**config.mk**
```make
export PLATFORM = sky130hd
export DESIGN_NAME = spi_payload_tx
export DESIGN_NICKNAME = d
export VERILOG_FILES = /design/src/rtl/spi_payload_tx_pkg.sv /design/src/rtl/spi_half_period_timer.sv /design/src/rtl/spi_payload_tx.sv
export SDC_FILE = /design/constraint.sdc
export NUM_CORES = 1
export LEC_CHECK = 0
export CAP_MARGIN = 0
export CORE_MARGIN = 5
export CORE_UTILIZATION = 45
export CTS_CLUSTER_DIAMETER = 50
export DETAILED_ROUTE_END_ITERATION = 16
export PLACE_DENSITY = 0.74
export SLEW_MARGIN = 15
export SYNTH_ARGS = -nofsm -noshare
export SYNTH_HDL_FRONTEND = slang
export SYNTH_HIERARCHICAL = 1
export SYNTH_SLANG_ARGS = --single-unit
```
**constraint.sdc**
```tcl
create_clock -name CLK_40 -period 3.5 [get_ports CLK_40]
set_input_delay 0.875 -clock CLK_40 [delete_from_list [all_inputs] [get_ports CLK_40]]
set_output_delay 0.875 -clock CLK_40 [all_outputs]
set_load 0.03 [all_outputs]
```
**src/rtl/spi_payload_tx_pkg.sv**
```systemverilog
// spi_payload_tx_pkg: constants and types shared by the SPI payload transmitter.
//   - preamble and trailer byte values, framed MSB first on MOSI
//   - default frame geometry, which the receiving end uses as well
//   - transmitter state encoding
package spi_payload_tx_pkg;

  localparam logic [7:0] PREAMBLE_0   = 8'h00;
  localparam logic [7:0] PREAMBLE_1   = 8'hFF;
  localparam logic [7:0] TRAILER_BYTE = 8'h00;

  localparam int DEF_CLK_DIV       = 20;
  localparam int DEF_PAYLOAD_BYTES = 90;
  localparam int DEF_TRAILER_BYTES = 3;

  typedef enum logic [2:0] {
    ST_IDLE  = 3'd0,
    ST_SETUP = 3'd1,
    ST_SHIFT = 3'd2,
    ST_STALL = 3'd3,
    ST_HOLD  = 3'd4
  } tx_state_e;

  // Serial bits in one frame: two preamble bytes, payload, trailer.
  function automatic int frame_bits(input int payload, input int trailer);
    return 8 * (2 + payload + trailer);
  endfunction

endpackage

```
**src/rtl/spi_half_period_timer.sv**
```systemverilog
// spi_half_period_timer: counts CLK_DIV cycles of CLK_40 per SPI half-period.
//   CLK_40  system clock
//   reset   synchronous, active low
//   run     count this cycle (low = frozen)
//   clear   force the count back to zero (restart a full half-period)
//   tc      terminal-count strobe, high in the last cycle of a half-period
module spi_half_period_timer #(
  parameter int CLK_DIV = 20
) (
  input  logic CLK_40,
  input  logic reset,
  input  logic run,
  input  logic clear,
  output logic tc
);

  localparam int CNT_W = (CLK_DIV > 1) ? $clog2(CLK_DIV) : 1;
  localparam logic [CNT_W-1:0] LAST = CNT_W'(CLK_DIV - 1);

  logic [CNT_W-1:0] cnt_q;

  assign tc = run && (cnt_q == LAST);

  always_ff @(posedge CLK_40) begin
    if (!reset)     cnt_q <= '0;
    else if (clear) cnt_q <= '0;
    else if (run)   cnt_q <= tc ? '0 : cnt_q + CNT_W'(1);
  end

endmodule

```
**src/rtl/spi_payload_tx.sv**
```systemverilog
// spi_payload_tx: SPI mode-0 master that sends one framed payload per start.
// Frame = 0x00 0xFF, PAYLOAD_BYTES from the byte stream, TRAILER_BYTES of 0x00.
//   CLK_40       system clock (only clock)
//   reset        synchronous, active low
//   start        one-cycle frame request, honoured only in IDLE
//   byte_data    payload byte, byte_valid qualifies it
//   byte_ready   block takes byte_data this cycle (decoded from registers)
//   SPI_clk      serial clock, idles low
//   MOSI         serial data, MSB first, changes only while SPI_clk is low
//   chip_select  active-low frame enable
//   busy         frame in progress
//   stalled      shifting paused waiting for a payload byte
//   done         one-cycle end-of-frame pulse
module spi_payload_tx
  import spi_payload_tx_pkg::*;
#(
  parameter int CLK_DIV       = DEF_CLK_DIV,
  parameter int PAYLOAD_BYTES = DEF_PAYLOAD_BYTES,
  parameter int TRAILER_BYTES = DEF_TRAILER_BYTES
) (
  input  logic       CLK_40,
  input  logic       reset,
  input  logic       start,
  input  logic [7:0] byte_data,
  input  logic       byte_valid,
  output logic       byte_ready,
  output logic       SPI_clk,
  output logic       MOSI,
  output logic       chip_select,
  output logic       busy,
  output logic       stalled,
  output logic       done
);

  localparam int N_BITS    = frame_bits(PAYLOAD_BYTES, TRAILER_BYTES);
  localparam int BIT_W     = $clog2(N_BITS + 1);
  localparam int FETCH_W   = $clog2(PAYLOAD_BYTES + 1);
  localparam int PAY_FIRST = 2;
  localparam int PAY_END   = 2 + PAYLOAD_BYTES;

  tx_state_e          state_q, state_d;
  logic [7:0]         sr_q, sr_d;
  logic [7:0]         hold_q, hold_d;
  logic               hold_full_q, hold_full_d;
  logic [BIT_W-1:0]   bit_cnt_q, bit_cnt_d;
  logic [FETCH_W-1:0] fetch_q, fetch_d;
  logic               sclk_q, sclk_d;
  logic               cs_q, cs_d;
  logic               busy_q, busy_d;
  logic               stalled_q, stalled_d;
  logic               done_q, done_d;

  logic             tc, run, clr, xfer, load_hold;
  logic [BIT_W-1:0] nxt_bits;
  logic [31:0]      nxt_byte;
  logic             at_byte, last_bit, nxt_payload;
  logic [7:0]       nxt_const;

  // Timer runs in every timed state; frozen in STALL, restarted on leaving it
  // so the low half after a stall is a full CLK_DIV long.
  assign run = (state_q == ST_SETUP) || (state_q == ST_SHIFT) || (state_q == ST_HOLD);
  assign clr = (state_q == ST_IDLE) || ((state_q == ST_STALL) && hold_full_q);

  spi_half_period_timer #(.CLK_DIV(CLK_DIV)) u_timer (
    .CLK_40 (CLK_40),
    .reset  (reset),
    .run    (run),
    .clear  (clr),
    .tc     (tc)
  );

  // Decode of what the next falling edge completes.
  assign nxt_bits    = bit_cnt_q + BIT_W'(1);
  assign nxt_byte    = 32'(nxt_bits >> 3);
  assign at_byte     = (nxt_bits[2:0] == 3'd0);
  assign last_bit    = (nxt_bits == BIT_W'(N_BITS));
  assign nxt_payload = (nxt_byte >= 32'(PAY_FIRST)) && (nxt_byte < 32'(PAY_END));
  assign nxt_const   = (nxt_byte == 32'd1) ? PREAMBLE_1 : TRAILER_BYTE;

  assign byte_ready = busy_q && !hold_full_q && (fetch_q != FETCH_W'(PAYLOAD_BYTES));
  assign xfer       = byte_valid && byte_ready;

  assign SPI_clk     = sclk_q;
  assign MOSI        = sr_q[7];
  assign chip_select = cs_q;
  assign busy        = busy_q;
  assign stalled     = stalled_q;
  assign done        = done_q;

  // State register
  always_ff @(posedge CLK_40) begin
    if (!reset) state_q <= ST_IDLE;
    else        state_q <= state_d;
  end

  // Next state
  always_comb begin
    state_d = state_q;
    unique case (state_q)
      ST_IDLE:  if (start) state_d = ST_SETUP;
      ST_SETUP: if (tc) state_d = ST_SHIFT;
      ST_SHIFT: begin
        if (tc && sclk_q) begin
          if (last_bit)                                   state_d = ST_HOLD;
          else if (at_byte && nxt_payload && !hold_full_q) state_d = ST_STALL;
        end
      end
      ST_STALL: if (hold_full_q) state_d = ST_SHIFT;
      ST_HOLD:  if (tc) state_d = ST_IDLE;
      default:  state_d = ST_IDLE;
    endcase
  end

  // Outputs and datapath next values
  always_comb begin
    sr_d        = sr_q;
    hold_d      = hold_q;
    hold_full_d = hold_full_q;
    bit_cnt_d   = bit_cnt_q;
    fetch_d     = fetch_q;
    sclk_d      = sclk_q;
    cs_d        = cs_q;
    busy_d      = busy_q;
    done_d      = 1'b0;
    load_hold   = 1'b0;

    unique case (state_q)
      ST_IDLE: begin
        if (start) begin
          cs_d      = 1'b0;
          busy_d    = 1'b1;
          sclk_d    = 1'b0;
          sr_d      = PREAMBLE_0;
          bit_cnt_d = '0;
          fetch_d   = '0;
        end
      end
      ST_SETUP: if (tc) sclk_d = 1'b1;
      ST_SHIFT: begin
        if (tc) begin
          if (!sclk_q) begin
            sclk_d = 1'b1;
          end else begin
            // falling edge: present the next bit in the same cycle
            sclk_d    = 1'b0;
            bit_cnt_d = nxt_bits;
            if (!last_bit) begin
              if (!at_byte) begin
                sr_d = {sr_q[6:0], 1'b0};
              end else if (!nxt_payload) begin
                sr_d = nxt_const;
              end else if (hold_full_q) begin
                sr_d      = hold_q;
                load_hold = 1'b1;
              end
              // payload byte missing: sr holds, MOSI keeps its last bit
            end
          end
        end
      end
      ST_STALL: begin
        if (hold_full_q) begin
          sr_d      = hold_q;
          load_hold = 1'b1;
        end
      end
      ST_HOLD: begin
        if (tc) begin
          cs_d   = 1'b1;
          done_d = 1'b1;
          busy_d = 1'b0;
          sr_d   = '0;
        end
      end
      default: ;
    endcase

    // A fresh byte may land in the same cycle the old one moves to sr.
    if (xfer) begin
      hold_d      = byte_data;
      hold_full_d = 1'b1;
      if (fetch_q != FETCH_W'(PAYLOAD_BYTES)) fetch_d = fetch_q + FETCH_W'(1);
    end else if (load_hold) begin
      hold_full_d = 1'b0;
    end

    // Flag only the cycles still waiting; the reload cycle is not stalled.
    stalled_d = (state_d == ST_STALL) && !hold_full_d;
  end

  always_ff @(posedge CLK_40) begin
    if (!reset) begin
      sr_q        <= '0;
      hold_q      <= '0;
      hold_full_q <= 1'b0;
      bit_cnt_q   <= '0;
      fetch_q     <= '0;
      sclk_q      <= 1'b0;
      cs_q        <= 1'b1;
      busy_q      <= 1'b0;
      stalled_q   <= 1'b0;
      done_q      <= 1'b0;
    end else begin
      sr_q        <= sr_d;
      hold_q      <= hold_d;
      hold_full_q <= hold_full_d;
      bit_cnt_q   <= bit_cnt_d;
      fetch_q     <= fetch_d;
      sclk_q      <= sclk_d;
      cs_q        <= cs_d;
      busy_q      <= busy_d;
      stalled_q   <= stalled_d;
      done_q      <= done_d;
    end
  end

endmodule

```
# After elaboration in Yosys (flattened, before gate mapping)
# Cells that the tools add are included.
# word_totals
regBits	47
output_inout_bits	7
wordCells	106
# classes
n_addsub	3
n_lt_le_gt_ge	2
eq_ne	15
muxes	46
n_bitwise	1
n_reduce_logical	27
# op_table
cell	count
8-bit 2-to-1 mux	9
8-bit one-hot mux with 4 select lines	1
10-bit 2-to-1 mux	3
7-bit 2-to-1 mux	4
3-bit 2-to-1 mux	7
10-bit one-hot mux with 2 select lines	1
1-bit 2-to-1 mux	15
3-bit one-hot mux with 5 select lines	1
2-bit != test (second input constant)	6
10-bit by 1-bit adder with 10-bit output (second input constant)	1
10-bit == test (second input constant)	1
1-bit logical AND	10
3-bit by 2-bit == test with 1-bit output (second input constant)	3
4-bit AND reduction	2
7-bit by 1-bit adder with 7-bit output (second input constant)	1
7-bit by 1-bit == test with 1-bit output (second input constant)	1
7-bit by 2-bit >= comparator with 1-bit output (second input constant)	1
7-bit < comparator (second input constant)	1
7-bit != test (second input constant)	1
3-bit zero test	2
1-bit one-hot mux with 2 select lines	3
6-bit AND reduction	1
5-bit by 1-bit adder with 5-bit output (second input constant)	1
5-bit == test (second input constant)	1
other kinds (13)	17

# Logic depth before layout (Yosys ltp)
# Gate-level depths: netlist (run 1).
# logic_depth
depth_word	13
depth_mapped	14
depth_no_buf	12

# Cells and area by module
# The synthesis (run 1) kept the hierarchy.
# modules_own_cells
module	instances	cells_each	area_per_inst_um2
spi_payload_tx	1	316	2528.7
spi_half_period_timer	1	25	262.8

# Worst setup path after synthesis (run 1)
# No wires, ideal clock.
# synth_path
path_kind	flip-flop to flip-flop
from	register state_q[1]
to	register stalled_q, in the netlist stalled
arrival_time_ns	3.048
required_ns	3.439
path_slack_ns	0.391
path_stages_with_launch	15
path_buffers	2
period_less_slack_ns	3.109
cell_sequence	dfxtp_1 -> buf_2 -> inv_1 -> nor2_1 -> o31a_1 -> nand2_1 -> nor3b_4 -> clkbuf_1 -> nand2_1 -> nor2_1 -> o21a_1 -> nand2_1 -> nor4b_1 -> o31ai_1 -> and4b_1
# synth_via
elab_chain_cells	10
# synth_rtl
element	line	source
start: declaration	spi_payload_tx.sv:41	tx_state_e state_q, state_d;
start signal: assignment	spi_payload_tx.sv:93	else state_q <= state_d;
3-bit by 1-bit == test with 1-bit output / 3-bit by 2-bit == test with 1-bit output (equally long branches)	spi_payload_tx.sv:61	assign run = (state_q == ST_SETUP) || (state_q == ST_SHIFT) || (state_q == ST_HOLD);
1-bit logical OR	spi_payload_tx.sv:61	
1-bit logical OR (*)	spi_payload_tx.sv:61	
net run	spi_payload_tx.sv:53	logic tc, run, clr, xfer, load_hold;
1-bit logical AND (*)	spi_half_period_timer.sv:22	assign tc = run && (cnt_q == LAST);
net tc	spi_payload_tx.sv:53	
1-bit 2-to-1 mux	spi_payload_tx.sv:140	if (tc) begin
1-bit one-hot mux with 2 select lines	spi_payload_tx.sv:127	unique case (state_q)
1-bit 2-to-1 mux	spi_payload_tx.sv:183	end else if (load_hold) begin
1-bit 2-to-1 mux	spi_payload_tx.sv:179	if (xfer) begin
1-bit zero test	spi_payload_tx.sv:188	stalled_d = (state_d == ST_STALL) && !hold_full_d;
1-bit logical AND (*)	spi_payload_tx.sv:188	
end signal: assignment	spi_payload_tx.sv:212	stalled_q <= stalled_d;
end: declaration	spi_payload_tx.sv:50	logic stalled_q, stalled_d;
# The timed path passes the listed nets; every way through them passes the cells marked *.
# A chain may end at the register's enable or synchronous reset.

# Worst setup path after layout (run 1)
# layout_path
from	register state_q[2]
to	register stalled_q, in the netlist stalled
# Same word-level chain as after synthesis.

==> flow_metrics.env, run 1 <==
export IMPL_post_cts_buffers=0
export IMPL_cts_tree="yes"
export IMPL_yosys_warnings=6
export IMPL_r2r_slack_ns=0.37
export IMPL_power_leakage_nw=1.08
export IMPL_fmax_mhz=320
export IMPL_fin_tns_setup_ns=0
export IMPL_drv_cap=0
export IMPL_period_needed_ns=3.13
export IMPL_setup_worst_path_start_class="flip-flop"
export IMPL_cp_common_cell="nand2_1"
export IMPL_wl_per_cell_um=14.9
export IMPL_drc_errors=0
export IMPL_cp_required_ns=3.74
export IMPL_post_dp_cell_area_um2=2990
export IMPL_grt_max_degree=23
export IMPL_overflow=0
export IMPL_clk_pin_slew_ns=0.09
export IMPL_htreeDepth=2
export IMPL_num_vias=2559
export IMPL_run_status="finished, final reports clean"
export IMPL_io_buffers=18
export IMPL_netlist_instances=341
export IMPL_final_common_cell="nand2_1"
export IMPL_skew_ns=0.0111
export IMPL_synthesis_nets=358
export IMPL_stdcell_area_um2=3120
export IMPL_vdd_ir_drop_max_mv=0.380
export IMPL_fin_crit_sh_pct=89.3
export IMPL_first_pass_iters=5
export IMPL_first_iter_violations=224
export IMPL_clock_sinks=47
export IMPL_coreArea_um2=5990
export IMPL_dieWidth_um=88.8
export IMPL_worstSetupEndpointType="flip-flop"
export IMPL_min_path_type="reg2reg"
export IMPL_numCtsBuffers=5
export IMPL_n_antenna_cell=0
export IMPL_setup_violations=0
export IMPL_ys_seq_elements=47
export IMPL_rr_startpoint="state_q[2]$_SDFF_PN0_"
export IMPL_critPathArrivalTime_ns=3.37
export IMPL_row_count=28
export IMPL_drt_total_wl_um=6370
export IMPL_synth_avg_cell_area_um2=8.19
export IMPL_ios=19
export IMPL_cp_cell_sequence="inv_1 -> nor2_1 -> o31a_1 -> nand2_1 -> nor3b_4 -> nand2_1 -> nor2_1 -> o21a_1 -> nand2_1 -> nor4_1 -> o31ai_1 -> and4b_1"
export IMPL_pwr_density_cell_nw_per_um2=358
export IMPL_syn_to_final_growth_pct=11.7
export IMPL_syn_cell_area_um2=2790
export IMPL_die_height_um=88.8
export IMPL_reg2reg_depth=12
export IMPL_rsz0062_at_grt="no"
export IMPL_gp_congestion=0.922
export IMPL_antenna_found_initial=0
export IMPL_hp_start="hold_q[7]$_SDFFE_PN0P_"
export IMPL_drive_above_1_share_pct=9.40
export IMPL_synth_main_ff_cell="dfxtp_1"
export IMPL_hold_slack_ns=0.457
export IMPL_crit_path_max_incr_delay_ns=0.49
export IMPL_cts_path_max_buffers=2
export IMPL_slew_headroom_pct=55.7
export IMPL_vias_per_cell=6.01
export IMPL_holdPathEnd="hold_q[7]$_SDFFE_PN0P_"
export IMPL_worstMarginPinSlew_ns=0.664
export IMPL_dp_hpwl_um=4520
export IMPL_worstPathMaxFanout=10
export IMPL_ant_nets=0
export IMPL_fin_nets=367
export IMPL_clk_latency_ns=0.30
export IMPL_synth_edf_count=0
export IMPL_grt_pass1_vias=2403
export IMPL_start_util_pct=46.6
export IMPL_clock_root_buffer="clkbuf_8"
export IMPL_finalHoldViolCount=0
export IMPL_grt_pass1_wl_um=11000
export IMPL_crit_type="reg2reg"
export IMPL_die_area_um2=7880
export IMPL_grt_use_total_pct=17.1
export IMPL_crit_slowest_cell="dfxtp_1"
export IMPL_synthArstFlopShare_pct=0
export IMPL_hold_buffers=0
export IMPL_ctsResizeCount=0
export IMPL_min_path_cells=2
export IMPL_r2r_end="stalled$_SDFF_PN0_"
export IMPL_ys_seq_area_share_pct=33.7
export IMPL_yosysUniqueCellTypes=69
export IMPL_layout_common_cells="nand2_1, dfxtp_1, nor2_1, a21oi_1, clkdlybuf4s50_1"
export IMPL_finalMaxSlewViolations=0
-- per-stage QoR --
| stage | std cells | total power, mW | worst slack, ns | util [%] |
|---|---|---|---|---|
| finish | 426 | 1.12 | 0.374 | 52.0 |
| global route | 426 | 1.16 | 0.171 | 52.0 |
| CTS | 426 | 1.13 | 0.410 | 52.0 |
| detailed placement | 418 | 0.666 | 0.488 | 49.8 |
| global placement | 418 | 0.666 | 0.585 | 49.8 |
| floorplan | 341 | 0.631 | 0.391 | - |
-- kinds of logic (layout without fill, tap and decap cells) --
group,Yosys count,in the layout,synth area share [%]
simple gates,156,156,29.3
compound gates,91,91,23.7
flops,47,47,33.7
buf+inv,26,36,4.75
mux,12,12,4.80
fa+ha+maj,5,5,2.24
xor+xnor,4,4,1.52
-- cells in the mapped netlist (5+ instances only) --
| master | count | area share (%) |
|---|---|---|
| nor3_1 | 15 | 2.7 |
| a21oi_1 | 31 | 5.6 |
| a221oi_1 | 7 | 2.2 |
| a211o_1 | 8 | 2.5 |
| nand4_1 | 5 | 1.1 |
| o21a_1 | 5 | 1.3 |
| dfxtp_1 | 47 | 34 |
| ha_1 | 5 | 2.2 |
| nor2b_1 | 6 | 1.3 |
| nand2_1 | 51 | 6.9 |
| nand3_1 | 14 | 2.5 |
| o21ai_0 | 14 | 2.5 |
| clkbuf_1 | 6 | 0.81 |
| inv_1 | 5 | 0.67 |
| nor2_1 | 32 | 4.3 |
| mux2i_1 | 10 | 3.6 |
-- report_power, final --
part | leakage (nW) | switching, mW | total (mW) | internal [mW]
Combinational | 0.638 | 0.0552 | 0.0968 | 0.0417
Clock | 0.0654 | 0.177 | 0.462 | 0.285
Sequential | 0.380 | 0.0139 | 0.558 | 0.544
-- worst max path at each step --
stage | cells after the start | to | slack, ns | start
floorplan | 14 | stalled$_SDFF_PN0_ | 0.39 | state_q[1]$_SDFF_PN0_
global placement | 7 | stalled$_SDFF_PN0_ | 0.58 | start
detailed placement | 7 | stalled$_SDFF_PN0_ | 0.49 | start
CTS | 5 | byte_ready | 0.41 | fetch_q[0]$_SDFF_PN0_
global route | 12 | stalled$_SDFF_PN0_ | 0.17 | state_q[2]$_SDFF_PN0_
finish | 12 | stalled$_SDFF_PN0_ | 0.37 | state_q[2]$_SDFF_PN0_
-- sequential cells by signal, summed over array words and instances, names as in the netlist --
signal	flops
bit_cnt_q	10
sr_q	8
chip_select	1
hold_full_q	1
busy	1
done	1
SPI_clk	1
stalled	1
u_timer/cnt_q	5
hold_q	8
fetch_q	7
state_q	3
-- final cells by class --
cell class | count | area, um2
fillers | 584 | 2870
multi-input cells | 268 | 1720
flip-flops and latches | 47 | 941
repair buffers | 22 | 210
well taps | 75 | 93.8
clock buffers | 6 | 72.6
clock inverters | 2 | 60.1
inverters | 6 | 22.5
-- critical path, delay by kind of cell (launching register included) --
kind / cells / cell delay, ns
buffers and inverters: 1 / 0.16
and+or+nand+nor: 8 / 1.78
AOI/OAI and AO/OA: 3 / 0.64
DFF: 1 / 0.49
-- routing by layer --
layer | GRT usage (%) | routed length, um | share of wire, % | up-vias
met3 | 2.89 | 302 | 4.7 | 12
met5 | 0 | 0 | 0 | -
met2 | 28.1 | 3030 | 48 | 80
met1 | 22.8 | 2940 | 46 | 1213
li1 | - | - | - | 1254
met4 | 5.77 | 93 | 1.5 | 0
(Power assumes the default switching activity.)
==> run 2, diff against run 1 <==
clock period = 3.49 ns   (was 3.5 ns; I/O delays follow)
==> flow_metrics.env, run 2 (synthesis gave the netlist of run 1 again) <==
export IMPL_power_leakage_nw=1.06
export IMPL_finalHoldViolCount=0
export IMPL_drt_total_wl_um=6440
export IMPL_cp_common_cell="nand2_1"
export IMPL_min_path_type="reg2reg"
export IMPL_coreArea_um2=5990
export IMPL_grt_pass1_vias=2348
export IMPL_final_common_cell="nand2_1"
export IMPL_rsz0062_at_grt="no"
export IMPL_drive_above_1_share_pct=9.69
export IMPL_cp_cell_sequence="inv_1 -> nor2_1 -> o31a_1 -> nand2_1 -> nor3b_4 -> nand2_1 -> nor2_1 -> o21a_1 -> nand2_1 -> nor4b_1 -> o31ai_1 -> and4b_1"
export IMPL_syn_to_final_growth_pct=10.1
export IMPL_finalMaxSlewViolations=0
export IMPL_crit_type="reg2reg"
export IMPL_worstMarginPinSlew_ns=0.645
export IMPL_dp_hpwl_um=4550
export IMPL_fmax_mhz=324
export IMPL_numCtsBuffers=5
export IMPL_gp_congestion=0.923
export IMPL_vias_per_cell=5.98
export IMPL_wl_per_cell_um=15.1
export IMPL_hold_buffers=0
export IMPL_clk_latency_ns=0.30
export IMPL_overflow=0
export IMPL_slew_headroom_pct=56.9
export IMPL_fin_crit_sh_pct=88.5
export IMPL_power_uw=987
export IMPL_grt_use_met1_pct=22.5
export IMPL_drc_errors=0
export IMPL_row_count=28
export IMPL_cts_path_max_buffers=2
export IMPL_drv_cap=0
export IMPL_top_usage_layer="met2"
export IMPL_first_iter_violations=254
export IMPL_ios=19
export IMPL_htreeDepth=2
export IMPL_grt_util_met2_pct=28.3
export IMPL_regMostFlops="bit_cnt_q"
export IMPL_n_antenna_cell=0
export IMPL_io_buffers=18
export IMPL_clk_pin_slew_ns=0.09
export IMPL_dieWidth_um=88.8
export IMPL_clock_root_buffer="clkbuf_8"
export IMPL_period_needed_ns=3.09
export IMPL_grt_pass1_wl_um=10900
export IMPL_crit_path_max_incr_delay_ns=0.49
export IMPL_vdd_ir_drop_max_mv=0.235
export IMPL_fin_tns_setup_ns=0
export IMPL_cts_tree="yes"
export IMPL_layout_cells_non_filler=426
export IMPL_crit_slowest_cell="dfxtp_1"
export IMPL_start_util_pct=46.6
export IMPL_setup_worst_path_start_class="flip-flop"
export IMPL_largest_reg_flops=10
export IMPL_antenna_found_initial=0
export IMPL_grt_use_total_pct=17.3
export IMPL_clock_sinks=47
export IMPL_ctsResizeCount=0
export IMPL_ant_nets=0
export IMPL_post_cts_buffers=0
export IMPL_critPathArrivalTime_ns=3.34
export IMPL_run_status="finished, final reports clean"
export IMPL_layout_common_cells="nand2_1, dfxtp_1, nor2_1, a21oi_1, clkdlybuf4s50_1"
export IMPL_worstSetupEndpointType="flip-flop"
export IMPL_skew_ns=0.0102
export IMPL_die_area_um2=7880
export IMPL_cp_required_ns=3.74
export IMPL_die_height_um=88.8
export IMPL_pwr_density_cell_nw_per_um2=321
export IMPL_placedCellCount=418
export IMPL_first_pass_iters=4
export IMPL_largest_registers="bit_cnt_q: 10 flops, hold_q: 8 flops, sr_q: 8 flops"
export IMPL_fin_nets=367
export IMPL_num_vias=2546
export IMPL_gr_usage_met3_pct=2.42
export IMPL_setup_violations=0
export IMPL_worstPathMaxFanout=10
export IMPL_grt_max_degree=23
[run 2: cell type report]
type                    count  area (um2)
inverters                   6        22.5
repair buffers             22         210
fillers                   576        2920
clock inverters             3        20.0
multi-input cells         268        1720
clock buffers               5        68.8
well taps                  75        93.8
flip-flops and latches     47         941
[run 2: critical path, delay by kind of cell, from the launching register on]
kind	cells	cell delay, ns
and+or+nand+nor	8	1.74
AOI/OAI and AO/OA	3	0.64
DFF	1	0.49
buffers and inverters	1	0.17
[run 2: where the power goes]
part	internal (mW)	switching (mW)	leakage, nW
logic	0.0418	0.0543	0.638
registers	0.546	0.0135	0.380
clock network	0.140	0.192	0.0402
total	0.727	0.260	1.06
[run 2: final timing paths]
kind	start	end	slack, ns	cells past startpoint
hold reg to reg	hold_q[7]$_SDFFE_PN0P_	hold_q[7]$_SDFFE_PN0P_	0.46	2
hold / removal	hold_q[7]$_SDFFE_PN0P_	hold_q[7]$_SDFFE_PN0P_	0.46	2
setup reg to reg	state_q[2]$_SDFF_PN0_	stalled$_SDFF_PN0_	0.40	12
setup / recovery	state_q[2]$_SDFF_PN0_	stalled$_SDFF_PN0_	0.40	12
[run 2: through the flow]
step	util [%]	hold slack, ns	setup slack [ns]	instance area, um2
after floorplan	-	0.424	0.381	2790
after global placement	49.8	0.448	0.578	2990
after CTS	51.3	0.459	0.410	3070
after global routing	51.3	0.488	0.116	3070
final	51.3	0.457	0.402	3070
after detailed placement	49.8	0.446	0.464	2990
[run 2: metal layers]
layer  vias up  wire length [um]
met2        75              3170
met5         -                 0
met1      1205              2830
li1       1251                 -
met3        15               282
met4         0               161
